$ cat src/rtl/mcc_pkg.sv
// Shared encodings for the multi-cycle MIPS control FSM: state numbering,
// opcode/func constants and the datapath mux select codes.
package mcc_pkg;

  typedef enum logic [3:0] {
    S_IF   = 4'd0,
    S_ID   = 4'd1,
    S_EXR  = 4'd2,
    S_WBR  = 4'd3,
    S_EXI  = 4'd4,
    S_WBI  = 4'd5,
    S_ADR  = 4'd6,
    S_MRD  = 4'd7,
    S_WBM  = 4'd8,
    S_MWR  = 4'd9,
    S_BR   = 4'd10,
    S_JMP  = 4'd11,
    S_JR   = 4'd12,
    S_JALR = 4'd13,
    S_TRAP = 4'd15
  } state_t;

  localparam logic [5:0] OP_RTYPE = 6'h00;
  localparam logic [5:0] OP_J     = 6'h02;
  localparam logic [5:0] OP_JAL   = 6'h03;
  localparam logic [5:0] OP_BEQ   = 6'h04;
  localparam logic [5:0] OP_BNE   = 6'h05;
  localparam logic [5:0] OP_ADDI  = 6'h08;
  localparam logic [5:0] OP_SLTI  = 6'h0A;
  localparam logic [5:0] OP_ANDI  = 6'h0C;
  localparam logic [5:0] OP_ORI   = 6'h0D;
  localparam logic [5:0] OP_XORI  = 6'h0E;
  localparam logic [5:0] OP_LUI   = 6'h0F;
  localparam logic [5:0] OP_LW    = 6'h23;
  localparam logic [5:0] OP_SW    = 6'h2B;

  localparam logic [5:0] FN_SLL  = 6'h00;
  localparam logic [5:0] FN_SRL  = 6'h02;
  localparam logic [5:0] FN_JR   = 6'h08;
  localparam logic [5:0] FN_JALR = 6'h09;

  localparam logic [1:0] PC_PLUS4  = 2'b00;
  localparam logic [1:0] PC_ALUOUT = 2'b01;
  localparam logic [1:0] PC_JTGT   = 2'b10;
  localparam logic [1:0] PC_RS     = 2'b11;

  localparam logic [1:0] ALUA_PC    = 2'b00;
  localparam logic [1:0] ALUA_RS    = 2'b01;
  localparam logic [1:0] ALUA_SHAMT = 2'b10;

  localparam logic [1:0] ALUB_RT      = 2'b00;
  localparam logic [1:0] ALUB_FOUR    = 2'b01;
  localparam logic [1:0] ALUB_IMM     = 2'b10;
  localparam logic [1:0] ALUB_IMM_SH2 = 2'b11;

  localparam logic [1:0] CLS_ADD = 2'b00;
  localparam logic [1:0] CLS_SUB = 2'b01;
  localparam logic [1:0] CLS_FN  = 2'b10;

  localparam logic [1:0] DST_RD = 2'b00;
  localparam logic [1:0] DST_RT = 2'b01;
  localparam logic [1:0] DST_RA = 2'b10;

  localparam logic [1:0] WB_ALU = 2'b00;
  localparam logic [1:0] WB_MDR = 2'b01;
  localparam logic [1:0] WB_PC  = 2'b10;

endpackage

$ cat src/rtl/mcc_wait_timer.sv
// Memory-wait counter: counts stalled cycles, saturates at the limit and
// flags the stalled cycle that would bring the count to the limit.
module mcc_wait_timer
  import mcc_pkg::*;
#(
  parameter int TO_W = 8
) (
  input  logic            clk,
  input  logic            rst_n,
  input  logic            clear,
  input  logic            enable,
  input  logic [TO_W-1:0] limit,
  output logic            timeout
);

  logic [TO_W-1:0] cnt_q, cnt_d;
  logic [TO_W:0]   cnt_inc;

  assign cnt_inc = {1'b0, cnt_q} + {{TO_W{1'b0}}, 1'b1};
  // The stalled cycle whose increment reaches the limit is the last one allowed.
  assign timeout = enable && (cnt_inc >= {1'b0, limit});

  always_comb begin
    cnt_d = cnt_q;
    if (clear) begin
      cnt_d = '0;
    end else if (enable && (cnt_q != limit)) begin
      cnt_d = cnt_inc[TO_W-1:0];
    end
  end

  always_ff @(posedge clk or negedge rst_n) begin
    if (!rst_n) begin
      cnt_q <= '0;
    end else begin
      cnt_q <= cnt_d;
    end
  end

endmodule

$ cat src/rtl/multicycle_ctrl.sv
// Control FSM for a shared-datapath MIPS subset core. Defining MCC_PERF_CNT_EN
// adds cycle/retire performance counters with a synchronous clear.
module multicycle_ctrl
  import mcc_pkg::*;
#(
  parameter int MEM_TIMEOUT = 255,
  parameter int TO_W        = 8
) (
  input  logic        clk,
  input  logic        rst_n,
`ifdef MCC_PERF_CNT_EN
  input  logic        cnt_clr,
  output logic [31:0] cyc_cnt,
  output logic [31:0] ret_cnt,
`endif
  input  logic [5:0]  opcode,
  input  logic [5:0]  func,
  input  logic        nop,
  input  logic        zero,
  input  logic        mem_ready,
  output logic        pc_we,
  output logic [1:0]  pc_src,
  output logic        ir_we,
  output logic        mem_rd,
  output logic        mem_we,
  output logic        iord,
  output logic        reg_we,
  output logic [1:0]  dst_sel,
  output logic [1:0]  wb_sel,
  output logic [1:0]  alu_a,
  output logic [1:0]  alu_b,
  output logic [1:0]  alu_cls,
  output logic [3:0]  state,
  output logic        retire,
  output logic        illegal
);

  localparam logic [TO_W-1:0] TO_LIMIT = TO_W'(MEM_TIMEOUT);

  state_t state_q, state_d;
  logic   wait_en, timeout, wait_clr;

  assign wait_clr = (state_d != state_q);
  assign state    = state_q;

  mcc_wait_timer #(.TO_W(TO_W)) u_wait (
    .clk    (clk),
    .rst_n  (rst_n),
    .clear  (wait_clr),
    .enable (wait_en),
    .limit  (TO_LIMIT),
    .timeout(timeout)
  );

  always_comb begin
    state_d = state_q;
    wait_en = 1'b0;
    pc_we   = 1'b0;
    pc_src  = PC_PLUS4;
    ir_we   = 1'b0;
    mem_rd  = 1'b0;
    mem_we  = 1'b0;
    iord    = 1'b0;
    reg_we  = 1'b0;
    dst_sel = DST_RD;
    wb_sel  = WB_ALU;
    alu_a   = ALUA_PC;
    alu_b   = ALUB_RT;
    alu_cls = CLS_ADD;
    retire  = 1'b0;
    illegal = 1'b0;
    unique case (state_q)
      S_IF: begin
        mem_rd  = 1'b1;
        alu_b   = ALUB_FOUR;
        wait_en = ~mem_ready;
        if (mem_ready) begin
          ir_we   = 1'b1;
          pc_we   = 1'b1;
          state_d = S_ID;
        end else if (timeout) begin
          state_d = S_TRAP;
        end
      end
      S_ID: begin
        alu_b = ALUB_IMM_SH2;
        case (opcode)
          OP_RTYPE: begin
            if (func == FN_JR)        state_d = S_JR;
            else if (func == FN_JALR) state_d = S_JALR;
            else                      state_d = S_EXR;
          end
          OP_LW, OP_SW:   state_d = S_ADR;
          OP_BEQ, OP_BNE: state_d = S_BR;
          OP_J, OP_JAL:   state_d = S_JMP;
          OP_ADDI, OP_SLTI, OP_ANDI, OP_ORI, OP_XORI, OP_LUI: state_d = S_EXI;
          default:        state_d = S_TRAP;
        endcase
      end
      S_EXR: begin
        alu_a   = ((func == FN_SLL) || (func == FN_SRL)) ? ALUA_SHAMT : ALUA_RS;
        alu_cls = CLS_FN;
        state_d = S_WBR;
      end
      S_WBR: begin
        reg_we  = ~nop;
        retire  = 1'b1;
        state_d = S_IF;
      end
      S_EXI: begin
        alu_a   = ALUA_RS;
        alu_b   = ALUB_IMM;
        alu_cls = CLS_FN;
        state_d = S_WBI;
      end
      S_WBI: begin
        dst_sel = DST_RT;
        reg_we  = 1'b1;
        retire  = 1'b1;
        state_d = S_IF;
      end
      S_ADR: begin
        alu_a   = ALUA_RS;
        alu_b   = ALUB_IMM;
        state_d = (opcode == OP_SW) ? S_MWR : S_MRD;
      end
      S_MRD: begin
        mem_rd  = 1'b1;
        iord    = 1'b1;
        wait_en = ~mem_ready;
        if (mem_ready)    state_d = S_WBM;
        else if (timeout) state_d = S_TRAP;
      end
      S_WBM: begin
        dst_sel = DST_RT;
        wb_sel  = WB_MDR;
        reg_we  = 1'b1;
        retire  = 1'b1;
        state_d = S_IF;
      end
      S_MWR: begin
        mem_we  = 1'b1;
        iord    = 1'b1;
        wait_en = ~mem_ready;
        if (mem_ready) begin
          retire  = 1'b1;
          state_d = S_IF;
        end else if (timeout) begin
          state_d = S_TRAP;
        end
      end
      S_BR: begin
        alu_a   = ALUA_RS;
        alu_cls = CLS_SUB;
        pc_src  = PC_ALUOUT;
        pc_we   = (opcode == OP_BNE) ? ~zero : zero;
        retire  = 1'b1;
        state_d = S_IF;
      end
      S_JMP: begin
        pc_we  = 1'b1;
        pc_src = PC_JTGT;
        if (opcode == OP_JAL) begin
          reg_we  = 1'b1;
          dst_sel = DST_RA;
          wb_sel  = WB_PC;
        end
        retire  = 1'b1;
        state_d = S_IF;
      end
      S_JR: begin
        pc_we   = 1'b1;
        pc_src  = PC_RS;
        retire  = 1'b1;
        state_d = S_IF;
      end
      S_JALR: begin
        pc_we   = 1'b1;
        pc_src  = PC_RS;
        reg_we  = 1'b1;
        wb_sel  = WB_PC;
        retire  = 1'b1;
        state_d = S_IF;
      end
      S_TRAP: illegal = 1'b1;
      default: state_d = S_TRAP;
    endcase
    // Strobes fall with rst_n itself so an in-flight access is dropped at once.
    if (!rst_n) begin
      wait_en = 1'b0;
      pc_we   = 1'b0;
      pc_src  = '0;
      ir_we   = 1'b0;
      mem_rd  = 1'b0;
      mem_we  = 1'b0;
      iord    = 1'b0;
      reg_we  = 1'b0;
      dst_sel = '0;
      wb_sel  = '0;
      alu_a   = '0;
      alu_b   = '0;
      alu_cls = '0;
      retire  = 1'b0;
      illegal = 1'b0;
    end
  end

  always_ff @(posedge clk or negedge rst_n) begin
    if (!rst_n) begin
      state_q <= S_IF;
    end else begin
      state_q <= state_d;
    end
  end

`ifdef MCC_PERF_CNT_EN
  logic [31:0] cyc_cnt_q, cyc_cnt_d, ret_cnt_q, ret_cnt_d;

  always_comb begin
    cyc_cnt_d = cyc_cnt_q;
    ret_cnt_d = ret_cnt_q;
    if (cnt_clr) begin
      cyc_cnt_d = '0;
      ret_cnt_d = '0;
    end else begin
      if (state_q != S_TRAP) cyc_cnt_d = cyc_cnt_q + 32'd1;
      if (retire)            ret_cnt_d = ret_cnt_q + 32'd1;
    end
  end

  always_ff @(posedge clk or negedge rst_n) begin
    if (!rst_n) begin
      cyc_cnt_q <= '0;
      ret_cnt_q <= '0;
    end else begin
      cyc_cnt_q <= cyc_cnt_d;
      ret_cnt_q <= ret_cnt_d;
    end
  end

  assign cyc_cnt = cyc_cnt_q;
  assign ret_cnt = ret_cnt_q;
`endif

endmodule

$ cat config.mk
export PLATFORM = sky130hd
export DESIGN_NAME = multicycle_ctrl
export DESIGN_NICKNAME = d
export VERILOG_FILES = /design/src/rtl/mcc_pkg.sv /design/src/rtl/mcc_wait_timer.sv /design/src/rtl/multicycle_ctrl.sv
export SDC_FILE = /design/constraint.sdc
export NUM_CORES = 1
export LEC_CHECK = 0
export ABC_AREA = 1
export BUFFER_PORTS_ARGS = -buffer_cell sky130_fd_sc_hd__buf_2
export CAP_MARGIN = 20
export CORE_MARGIN = 2
export CORE_UTILIZATION = 40
export CTS_CLUSTER_DIAMETER = 60
export DETAILED_ROUTE_END_ITERATION = 10
export SKIP_LAST_GASP = 1
export SYNTH_ARGS = -nofsm -noshare
export SYNTH_HDL_FRONTEND = slang
export SYNTH_SLANG_ARGS = --single-unit
$ cat constraint.sdc
create_clock -name clk -period 5.2 [get_ports clk]
set_clock_uncertainty 0.05 [all_clocks]
set_input_delay 0.78 -clock clk [delete_from_list [all_inputs] [get_ports clk]]
set_output_delay 0.78 -clock clk [all_outputs]
set_load 0.01 [all_outputs]
==> results.md, run 1 <==
Power:
- Summed over all cells, the static leakage comes to 0.874 nW.
- The part of the power in the clock network is ~39%.
- The net switching power of the design is between 0.04 and 0.05 mW.
- Sequential cells burn around 50% of the power.
- Net switching is 23.3% of the power.
- The combinational share of power is 11.0%.
- The cell internal power dissipation is between 0.1 and 0.15 mW.
- The power per unit of standard cell area is 113 nW/um^2.
- The worst-case vdd ir drop is between 0.04 and 0.05 mV.

Detailed routing:
- The post-route DRC violation count is 0.
- The first detailed-routing pass ran for 4 iterations.
- The detailed router finished its first iteration with 74 violations.
- In this run the remaining antenna-violating nets after routing total 0.
- Summed over all layers, the routed wires come to 3420 um.
- The average routed wire per standard cell is 10.6 um.
- After detailed routing, the number of vias per cell comes to 4.79.
- The total vias in the final route is about 1600.

Synth:
- The cell type with the largest total area after synthesis is dfrtp_1.
- The post-synthesis cell count is 236.
- The sequential area share after synthesis is 22.1%.
- In the post-synthesis netlist, the biggest area contributors are dfrtp_1 (22%), nand2_1 (16%), nor2_1 (10%).
- In this run the cell area of the synthesized design comes to 1360 um^2.
- The number of nets produced by synthesis is 255.
- The mean instance size in the synthesized netlist is between 5 and 6 um^2.
- The synthesized design devotes to its leading area cell type 22.1% of total area.
- During synthesis, Yosys emitted a total of 0 warnings.
- The number of synthesized register bits is 12.
- The count of distinct cell types in the synthesized netlist is 20.

Setup path:
- The worst setup path is captured at a primary output.
- In this run the critical register-to-register path is captured at u_wait.cnt_q[5].
- The path depth of the worst reg2reg path is 18.
- In this run the worst path has a maximum fanout of 8.
- The class of the most critical setup path is flip-flop to primary output.
- The startpoint kind of the worst setup timing path is a flip-flop.
- Setup slack on the worst reg-to-reg path comes out at 3.04 ns.
- The cell with the biggest individual delay on the critical path is dfrtp_1.
- The number of buffers and inverters on the critical path is 4.
- On the worst path, the slowest cell contributes a delay of 0.53 ns.
- The worst flop-to-flop path startpoint is u_wait.cnt_q[0].
- Traced cell by cell, the critical path runs through inv_2 > nor2_1 > inv_1 > nor2_1 > inv_1 > a21oi_1 > o21ai_0 > a31oi_1 > buf_2.
- On the critical path the largest part of the delay comes from flip-flops.
- The data arrival time of the worst path is 1.85 ns.
- The data required time at the worst endpoint is around 4.4 ns.

Global route:
- The number of antenna violations at the first check in global routing is 0.
- The largest net degree at the start of global routing is 21.
- The total global routing track utilization is 18.7%.
- Summed over all layers, the global routing overflow is 0.
- The wire length of the first global-routing pass is 6070 um.
- The number of global-route vias before repair was 1436.

Clock network:
- The number of buffers inserted by post-CTS setup repair is 0.
- In this run the number of H-tree levels came out at 1.
- The clock transition at the registers of the reported paths is 0.08 ns.
- The number of hold buffers added after CTS is 0.
- The number of gates resized after CTS is 0.
- The clock latency reported for the late side of the worst-skew pair is 0.27 ns.
- TritonCTS built the clock tree.
- The maximum clock path buffer count is 2.
- The clock buffer count from CTS is 3.
- The cell at the root of the clock tree is clkbuf_4.
- The number of clock sinks is 12.

Die:
- In this run the standard cell core region covers 3280 um^2.
- Measured along the x axis, the die boundary spans 62.3 um.
- In this run the core area contains 21 standard-cell rows.
- The die covers 3880 um^2.
- The height of the die is 62.3 um.
- The I/O pin count is 41.
- The starting density of the core is between 40 and 50%.

STA:
- The final setup violation count is 0.
- The slew at the pin closest to its max-slew limit is 0.591 ns.
- Setup repair after global routing left no endpoint under its margin.
- Dividing the final minimum period by the clock period gives about half.
- The number of hold violations in the final report is 0.
- Hold is met by 0.341 ns.
- Adding up every negative setup slack in the final design gives 0 ns.
- After layout, the minimum clock period comes to 2.68 ns.
- The final count of pins violating max slew is 0.
- The highest attainable clock frequency is 373 MHz.
- The headroom to the max-slew limit is approximately three fifths.

Layout:
- The total non-filler cell area in the finished layout is approximately 1600 um^2.
- The area added between synthesis and finish is 21.1%.
- The number of antenna diodes is 0.
- The final layout net count is 298.
- At the end of the flow the core is filled with cells to 50.1%.
- Fill cells in the final layout number 383.
- Of the cells placed in the final design, the portion with a size suffix greater than 1 is 27.0%.

Placed design:
- The area after detailed placement is 1610 um^2.
- The detailed placement HPWL is 2810 um.
- Port buffering added 40 buffers.
- Routability-driven placement finished with a final weighted congestion of between 0.8 and 0.9.

Run status:
- The run finished with clean final reports.

Job:
- Max-cap violations in this run came to 0.

Worst hold path:
- The worst hold path class is input port to async pin.
==> cell usage after synthesis, drive strengths merged <==
cell and instances:
nand4 6, ha 2, nand2 67, buf 1
nor3 5, a21oi 12, o21ai 13, a31oi 4
nor2 53, nand3 21, xor2 1, clkbuf 1
dfrtp 12, inv 38
==> routing by layer <==
layer  GRT usage (%)  share of wire [%]
met3            1.63                2.1
met1            23.6                 45
met4            5.83                1.2
met2            33.7                 51
met5               0                  0
==> flip-flops by register name, indices dropped and copies added (netlist names) <==
name and cells:
u_wait.cnt_q 8, state 4
==> cell families after synthesis <==
kind of cell               after synthesis  share of synthesized area [%]
xor gates and xnor gates                 1                          0.645
buffers and inverters                   40                           11.1
DFF                                     12                           22.1
AOI/OAI and AO/OA                       29                           11.1
adders and majority gates                2                           1.84
and+or+nand+nor                        152                           53.3
==> cells in the final DEF, fill, tap and decap left out <==
cell type	n
a21oi_1	12
a31oi_1	4
buf_2	40
clkbuf_4	3
clkbuf_8	1
dfrtp_1	12
ha_1	2
inv_1	33
inv_2	5
nand2_1	57
nand2_2	6
nand2_4	4
nand3_1	21
nand4_1	6
nor2_1	37
nor2_2	12
nor2_4	4
nor3_1	5
o21ai_0	12
o21ai_1	1
xor2_1	1
==> worst max path at each step <==
stage | from | to | slack [ns] | depth (start not counted)
3_3_place_gp | rst_n | alu_b[0] | 2.51 | 4
6_report | state[1] | pc_we | 2.52 | 9
4_1_cts | rst_n | mem_we | 2.50 | 4
5_1_grt | state[1] | pc_we | 2.31 | 9
3_5_place_dp | rst_n | mem_we | 2.50 | 4
2_1_floorplan | rst_n | alu_cls[0] | 2.81 | 4
==> power groups by stage <==
stage,Sequential [mW],Clock [mW],Combinational (mW)
3_5_place_dp,0.0951,0,0.0208
3_3_place_gp,0.0951,0,0.0207
2_1_floorplan,0.0951,0,0.00960
5_1_grt,0.0932,0.0819,0.0237
4_1_cts,0.0932,0.0764,0.0208
6_report,0.0932,0.0728,0.0205
==> worst register-to-register path: stages, from the launching register on <==
cell     delay [ns]
dfrtp_1        0.44
inv_1          0.07
ha_1           0.30
nor2_1         0.09
nor2_1         0.04
nor2_1         0.09
nand3_1        0.09
nor2_1         0.09
nand2_1        0.05
nand2_1        0.09
nand2_4        0.07
nand2_2        0.06
nand2_2        0.07
nand2_1        0.08
nand2_1        0.05
nand2_1        0.10
nor2_4         0.05
nand2_4        0.13
nor2_2         0.05
==> through the flow <==
stage / setup slack, ns / power [mW] / cells
floorplan: 2.81 / 0.105 / 236
global placement: 2.51 / 0.116 / 320
detailed placement: 2.50 / 0.116 / 320
CTS: 2.50 / 0.190 / 324
global route: 2.31 / 0.199 / 324
finish: 2.52 / 0.187 / 324
==> final cells by class <==
class	instances	area [um^2]	share of cell area, %
clock buffers	4	36.3	2.21
well taps	46	57.6	3.50
multi-input cells	184	907	55.2
inverters	38	143	8.68
repair buffers	40	200	12.2
flip-flops and latches	12	300	18.3
Note: power is estimated with default switching activity, not from simulation.
==> run 2, diff against run 1 <==
--- a/config.mk
+++ b/config.mk
@@ -12,6 +12,7 @@
 export CORE_UTILIZATION = 40
 export CTS_CLUSTER_DIAMETER = 60
 export DETAILED_ROUTE_END_ITERATION = 10
+export PLACE_DENSITY = 0.67
 export SKIP_LAST_GASP = 1
 export SYNTH_ARGS = -nofsm -noshare
 export SYNTH_HDL_FRONTEND = slang
==> constraint.sdc (replaced) <==
create_clock -name clk -period 2.3 [get_ports clk]
set_clock_uncertainty 0.05 [all_clocks]
set_input_delay 0.345 -clock clk [delete_from_list [all_inputs] [get_ports clk]]
set_output_delay 0.345 -clock clk [all_outputs]
set_load 0.01 [all_outputs]
==> results.md, run 2 (same netlist as run 1, synthesis figures left out) <==
Power:
- The power per unit of standard cell area is 256 nW/um^2 (+130%).
- The net switching power of the design is 0.103 mW (+140%).
- The proportion of power drawn by flip-flops and latches came to 49.0% (-1.0 points).
- The combinational share of power is 11.9% (+0.9 points).
- The worst-case vdd ir drop came to 0.105 mV (+120%).
- The part of the power in the clock network came to 39.0% (about the same).
- The cell internal power dissipation is 0.327 mW (+130%).
- The switching portion of total power is 23.9% (+0.63 points).
- The leakage power is 0.882 nW (+0.94%).

Run status:
- The flow ran to the end, and the final reports show no timing, DRC or antenna violations.

Clock network:
- The H-tree depth was 1 (unchanged).
- The number of buffers inserted by post-CTS setup repair was 0 (unchanged).
- The clock transition at the registers of the reported paths is 0.08 ns (about the same).
- The maximum clock path buffer count is 2 (unchanged).
- Clock tree synthesis selected as its root buffer the cell clkbuf_4.
- The number of clock sinks came to 12 (unchanged).
- The clock latency reported for the late side of the worst-skew pair is 0.28 ns (about the same).
- The TritonCTS clock tree is done.
- The clock buffer count from CTS is 3 (unchanged).

Setup path:
- The critical path is of the flip-flop to primary output type.
- The worst flop-to-flop path startpoint is u_wait.cnt_q[0].
- The worst flop-to-flop path endpoint is u_wait.cnt_q[3].
- The data arrival time of the worst path is 1.75 ns (-0.10 ns).
- The path depth of the worst reg2reg path is 18 (unchanged).
- The delay of the slowest cell on the worst path came to 0.45 ns (-0.08 ns).
- Walking the worst path, the cells encountered are inv_2 > nor2_1 > inv_1 > nor2_1 > inv_1 > a21oi_1 > o21ai_0 > a31oi_1 > buf_2.
- The kind of end point of the critical path is a primary output.
- The slack of the worst reg-to-reg path is 0.18 ns (-2.86 ns).
- The maximum fanout along the worst path is 8 (unchanged).
- The worst setup path endpoint is pc_we.
- The worst setup path startpoint is state[1].
- The slowest stage of the critical path is the dfrtp_2 cell.
- The data required time at the worst endpoint is 1.90 ns (-2.47 ns).
- STA classifies the critical path startpoint as a flip-flop.

Detailed routing:
- The total vias in the final route was 1575 (+1.5%).
- The detailed-router iteration count before antenna repair came to 4 (unchanged).
- The average routed wire per standard cell was 10.7 um (+1.1%).
- The top layer used by detailed routing is met4.
- The post-detailed-route count of antenna-violating nets came to 0 (unchanged).
- The length of routed wiring on met1 is 1710 um (+10%).
- The average via count per standard cell was 4.82 (+0.55%).
- The sum of routed wire length over all layers is 3490 um (+2.0%).
- The number of design-rule violations left by the first detailed-router iteration came to 64 (-14%).
- The met2 routed wirelength is 1600 um (-8.7%).
- The post-route DRC violation count came to 0 (unchanged).
- The met3 wirelength from detailed routing was 147 um (+100%).

STA:
- In the finished design, the share of the clock period the worst path needs comes to 93.1%.
- The slew at the pin closest to its max-slew limit was 0.341 ns (-0.250 ns).
- The headroom to the max-slew limit is 77.0% (+16 points).
- Based on the critical path, the design can be clocked at up to 467 MHz.
- The final count of pins violating max slew is 0 (unchanged).
- The number of hold violations in the final report is 0 (unchanged).
- The time the worst path needs with I/O delays and setup is 2.14 ns.
- The final setup violation count is 0 (unchanged).
- Setup repair after global routing could not meet its margin everywhere.

Layout:
- The core utilization of the finished layout is 51.1% (+1.0 points).
- The most common library cell in the layout ignoring fill and taps is nand2_1.
- The multi-input combinational cell area was 912 um^2 (+0.55%).
- The final layout net count is 301 (+1.0%).
- The flip-flop count of the largest register after layout is 8 (unchanged).
- Leaving out fill and tap cells, the most frequent cells in the layout are nand2_1 (57), buf_2 (40), nor2_1 (36).
- The combined flip-flop and latch cell area is 304 um^2 (+1.3%).
- The ratio of cells with drive above 1 in the final layout is 29.2% (+2.2 points).
- The number of fill cells came to 352 (-8.1%).
- The top register by number of flip-flops is u_wait.cnt_q.
- The post-layout instance count excluding filler cells is 327 (+0.93%).
- Compared with the post-synthesis result, the final layout area differs by 23.6%.
- The number of antenna diodes is 0 (unchanged).

Placed design:
- The instance count after placement with tap cells included is 322 (+0.63%).
- The total of buffers placed on input and output ports is 40 (unchanged).
- The routability congestion estimate is 0.849 (+4.4%).
- The detailed placement HPWL is 2840 um (+1.2%).

Die:
- The full die area came to 3880 um^2 (unchanged).
- The I/O pin count is 41 (unchanged).
- The placeable core region is 3280 um^2 (unchanged).
- The height of the die came to 62.3 um (unchanged).
- The die span in x is 62.3 um (unchanged).
- The starting density of the core came to 41.3% (unchanged).
- The floorplan row count came to 21 (unchanged).

Global route:
- The total global routing track utilization is 18.2% (-0.53 points).
- The total grt overflow is 0 (unchanged).
- The wire length of the first global-routing pass came to 5840 um (-3.6%).
- The number of global-route vias before repair is 1368 (-4.7%).
- The largest net degree at the start of global routing is 20 (-4.8%).
- The number of antenna violations at the first check in global routing came to 0 (unchanged).

Worst hold path:
- The number of cells on the worst hold path is 5.
- The tightest min-delay check is of the input port to flip-flop type.

Job:
- The max-capacitance violation count came to 0 (unchanged).
-- run 2: cell count changes in the layout (fill, tap and decap cells not counted), sizes merged --
| cell | delta |
|---|---|
| dlygate4sd3 | +1 |
| buf | +2 |
-- run 2: layer usage --
layer,vias up,GRT usage [%]
met1,704,26.6
li1,833,-
met4,0,5.00
met3,2,2.36
met5,-,0
met2,36,28.3
-- run 2: power groups by stage --
stage	sequential (mW)	combinational (mW)	clock, mW
floorplan	0.215	0.0217	0
global placement	0.215	0.0497	0
detailed placement	0.215	0.0503	0
CTS	0.211	0.0517	0.170
global route	0.211	0.0584	0.182
finish	0.211	0.0512	0.168
-- run 2: what timing repair did --
item | 4_1_cts | 5_1_grt
hold buffers | 1 | 0
resized for setup | 0 | 5
endpoints found under the hold margin | 12 | 0
setup endpoints to repair | 0 | 11
-- run 2: worst max-delay path, delay by kind of cell, from the launching register on --
family                 cells  cell delay, ns
flip-flops                 1            0.45
buffers and inverters      4            0.42
AO/OA/AOI/OAI              3            0.32
AND/OR/NAND/NOR            2            0.27
-- run 2: layout make-up --
class / instances / share of cell area [%]
Inverter: 38 / 8.50
Sequential cell: 12 / 18.1
Tap cell: 46 / 3.43
Multi-Input combinational cell: 184 / 54.4
Timing Repair Buffer: 43 / 13.4
Clock buffer: 4 / 2.16
-- run 2: how the worst min path moves through the flow --
stage / start / endpoint / slack, ns
floorplan: rst_n / state[0] / -0.0006
detailed placement: rst_n / state[3] / 0.28
global placement: rst_n / state[3] / 0.28
global route: func[0] / state[0] / 0.41
finish: func[0] / state[0] / 0.40
CTS: func[0] / state[0] / 0.40
-- run 2: per-stage QoR --
step	setup slack (ns)	area, um^2	total power, mW	setup TNS [ns]	hold WS (ns)
detailed placement	0.168	1620	0.265	0	0.278
finish	0.160	1680	0.430	0	0.403
global placement	0.208	1620	0.265	0	0.277
global route	-0.0296	1680	0.451	-0.0381	0.415
CTS	0.0721	1670	0.433	0	0.397
floorplan	0.356	1360	0.237	0	-0.000591
==> run 3, diff against run 2 <==
--- a/config.mk
+++ b/config.mk
@@ -5,14 +5,13 @@
 export SDC_FILE = /design/constraint.sdc
 export NUM_CORES = 1
 export LEC_CHECK = 0
-export ABC_AREA = 1
 export BUFFER_PORTS_ARGS = -buffer_cell sky130_fd_sc_hd__buf_2
 export CAP_MARGIN = 20
 export CORE_MARGIN = 2
 export CORE_UTILIZATION = 40
 export CTS_CLUSTER_DIAMETER = 60
 export DETAILED_ROUTE_END_ITERATION = 10
-export PLACE_DENSITY = 0.67
+export PLACE_DENSITY = 0.65
 export SKIP_LAST_GASP = 1
 export SYNTH_ARGS = -nofsm -noshare
 export SYNTH_HDL_FRONTEND = slang
==> results.md, run 3 <==
Power:
- The power per unit of standard cell area is 984 nW/um^2 (+280%).
- The part of the power in the clock network came to 9.6% (-29 points).
- The switching portion of total power is 52.0% (+28 points).
- The worst-case vdd ir drop is 0.380 mV (+260%).
- The cell internal power dissipation was 0.930 mW (+180%).
- The leakage power is 0.822 nW (-6.9%).
- The combinational share of power is 70.3% (+58 points).
- The proportion of power drawn by flip-flops and latches was 20.1% (-29 points).
- The net switching power of the design is 1.01 mW (+880%).

Synth:
- The sequential area share after synthesis is 18.5% (-3.6 points).
- The area of the mapped netlist came to 1620 um^2 (+20%).
- The post-synthesis cell count is 211 (-11%).
- The area fraction of the dominant cell type after synthesis came to 18.5% (-3.6 points).
- By area the synthesized netlist is led by dfrtp_1 (19%), nor3_2 (6.2%), nand2_1 (5.3%).
- The arithmetic-cell share of the synthesized area counting full adders, half adders and majority gates was 1.54% (-0.30 points).
- The mean instance size in the synthesized netlist was 7.69 um^2 (+34%).
- The async set-or-reset flop fraction in the synthesized netlist came to 100% (unchanged).
- In the synthesized netlist the dominant register cell turns out to be dfrtp_1.
- By area, the combinational part of the netlist is dominated by simple AND/OR/NAND/NOR gates.
- The cell type with the largest total area after synthesis is dfrtp_1.
- The total number of yosys warnings came to 0 (unchanged).
- The post-synthesis compound-gate area fraction is 27.8% (+17 points).
- The count of distinct cell types in the synthesized netlist came to 65 (+230%).
- The number of enable-type register cells in the synthesized netlist was 0 (unchanged).
- The basic-gate share of the synthesized area counting and, or, nand and nor cells came to 40.0% (-13 points).
- The XOR/XNOR share of the synthesized area was 4.32% (+3.7 points).
- The number of nets produced by synthesis is 230 (-9.8%).
- The multiplexer share of the synthesized area is 1.85% (+1.9 points).
- By count the netlist is led by nand2_1 (23), nor2_1 (17), dfrtp_1 (12), o21ai_0 (12), a21oi_1 (11).
- The number of synthesized register bits is 12 (unchanged).
- The library cell with the highest instance count after synthesis is nand2_1.

Placed design:
- The routability congestion estimate is 0.868 (+2.2%).
- The total of buffers placed on input and output ports was 40 (unchanged).
- The detailed placement HPWL came to 3270 um (+15%).
- The instance count after placement with tap cells included is 298 (-7.5%).
- The worst-case setup slack after placement is 0.140 ns (-0.0280 ns).

Global route:
- The largest net degree at the start of global routing is 20 (unchanged).
- The number of antenna violations at the first check in global routing is 0 (unchanged).
- The wire length of the first global-routing pass is 6980 um (+19%).
- The number of global-route vias before repair is 1475 (+7.8%).
- The total global routing track utilization is 19.6% (+1.4 points).
- The total grt overflow was 0 (unchanged).

Clock network:
- The number of clock sinks is 12 (unchanged).
- The cell at the root of the clock tree is clkbuf_8.
- The clock latency reported for the late side of the worst-skew pair is 0.24 ns (-0.04 ns).
- TritonCTS built the clock tree.
- The number of hold buffers added after CTS is 0 (-1).
- The clock buffer count from CTS is 3 (unchanged).
- The H-tree depth is 1 (unchanged).
- The clock transition at the registers of the reported paths is 0.05 ns (-0.03 ns).
- The maximum clock path buffer count is 2 (unchanged).

Die:
- The placeable core region came to 3940 um^2 (+20%).
- The die span in x is 67.7 um (+8.7%).
- The height of the die is 67.7 um (+8.7%).
- The I/O pin count is 41 (unchanged).
- The floorplan row count was 23 (+9.5%).
- The full die area was 4580 um^2 (+18%).
- The starting density of the core is 41.2% (-0.17 points).

Layout:
- The area added between synthesis and finish is 21.3%.
- The top cell types in the final layout, fill and taps aside, are buf_2 (40), nand2_1 (23), nor2_1 (17).
- The number of antenna diodes is 0 (unchanged).
- The combined flip-flop and latch cell area is 302 um^2 (-0.82%).
- The post-layout instance count excluding filler cells is 301 (-8.0%).
- The multi-input combinational cell area is 1220 um^2 (+34%).
- The final layout net count was 272 (-9.6%).
- The ratio of cells with drive above 1 in the final layout was 31.5% (+2.3 points).
- The top register by number of flip-flops is u_wait.cnt_q.
- Leaving out fill and tap cells, the most frequent cell in the layout is buf_2.
- The flip-flop count of the largest register after layout is 8 (unchanged).
- The number of fill cells is 403 (+14%).

Detailed routing:
- The sum of routed wire length over all layers is 4230 um (+21%).
- The average routed wire per standard cell was 14.0 um (+32%).
- The average via count per standard cell is 5.66 (+18%).
- The total vias in the final route is 1705 (+8.3%).
- The post-route DRC violation count came to 0 (unchanged).
- The post-detailed-route count of antenna-violating nets is 0 (unchanged).
- The number of design-rule violations left by the first detailed-router iteration is 118 (+84%).
- The detailed-router iteration count before antenna repair was 4 (unchanged).

Setup path:
- The data arrival time of the worst path is 1.79 ns (+0.04 ns).
- The worst setup path is launched from a flip-flop.
- The data required time at the worst endpoint came to 1.90 ns (about the same).
- The maximum fanout along the worst path is 19 (+11).
- The kind of end point of the critical path is a primary output.
- The class of the most critical setup path is flip-flop to primary output.

STA:
- The time the worst path needs with I/O delays and setup is 2.19 ns (+0.0478 ns).
- The number of hold violations in the final report is 0 (unchanged).
- The highest attainable clock frequency is 457 MHz (-2.2%).
- The headroom to the max-slew limit came to 65.1% (-12 points).
- The final setup violation count came to 0 (unchanged).
- The final worst slack came to 0.112 ns (-0.0478 ns).
- The final count of pins violating max slew is 0 (unchanged).
- The period utilization was 95.1% (+2.1 points).
- Setup repair after global routing could not meet its margin everywhere.
- The slew at the pin closest to its max-slew limit was 0.523 ns (+0.182 ns).

Worst hold path:
- The worst hold path class is input port to async pin.

Job:
- The max-capacitance violation count is 0 (unchanged).

Run status:
- The flow ran to the end, and the final reports show no timing, DRC or antenna violations.
[run 3: final timing paths]
kind,startpoint,to,slack (ns),cells after the start
worst min register to register,u_wait.cnt_q[6],u_wait.cnt_q[6],0.58,2
min in group clk,mem_ready,state[0],0.50,4
worst min-delay path,rst_n,state[3],0.002,2
worst max register to register,u_wait.cnt_q[0],u_wait.cnt_q[0],0.16,7
max in group asynchronous,rst_n,state[1],2.01,2
worst max-delay path,state[3],alu_a[0],0.11,5
[run 3: power by group through the flow]
stage               sequential, mW  clock [mW]  combinational, mW
floorplan                    0.302           0               1.04
finish                       0.389       0.186               1.36
detailed placement           0.387           0               1.36
CTS                          0.383       0.192               1.36
global route                 0.403       0.200               1.51
global placement             0.387           0               1.37
[run 3: cells by family (layout without fill, tap and decap cells)]
logic type,count (synthesis),after routing
flops,12,12
xor+xnor,8,8
fa+ha+maj,2,2
buf+inv,22,62
mux,3,3
simple gates,103,103
compound gates,61,61
[run 3: repair_timing]
action,CTS,global route
resized for setup,0,1
endpoints found under the setup margin,0,13
setup buffers,0,0
[run 3: final cells by class]
| cell class | instances | area share [%] |
|---|---|---|
| tap | 50 | 3.18 |
| inverter | 8 | 1.53 |
| clock buffer | 3 | 2.10 |
| sequential | 12 | 15.3 |
| multi-input combinational | 177 | 62.2 |
| timing repair buffer | 51 | 15.6 |
[run 3: worst max-delay path, cell delays in order (launching register included)]
cell and delay (ns):
dfrtp_1 0.45, buf_12 0.19, or4_1 0.52, a21oi_1 0.17, nor4_1 0.06, buf_2 0.16
[run 3: metrics by stage]
| stage | util [%] | hold slack [ns] | cell area, um^2 | power (mW) | TNS (ns) |
|---|---|---|---|---|---|
| 2_1_floorplan | - | -0.000591 | 1620 | 1.35 | 0 |
| 3_3_place_gp | 48.8 | 0.258 | 1930 | 1.75 | 0 |
| 3_5_place_dp | 48.8 | 0.260 | 1930 | 1.74 | 0 |
| 4_1_cts | 49.9 | 0.00519 | 1970 | 1.94 | 0 |
| 5_1_grt | 49.9 | 0.0101 | 1970 | 2.11 | -0.00394 |
| 6_report | 49.9 | 0.00158 | 1970 | 1.94 | 0 |
[run 3: layer usage]
metal	vias to the layer above	GRT usage (%)	share of wire (%)
met1	794	29.4	49
met4	0	3.83	0.45
li1	873	-	-
met2	36	30.6	46
met3	2	1.50	4.1
met5	-	0	0
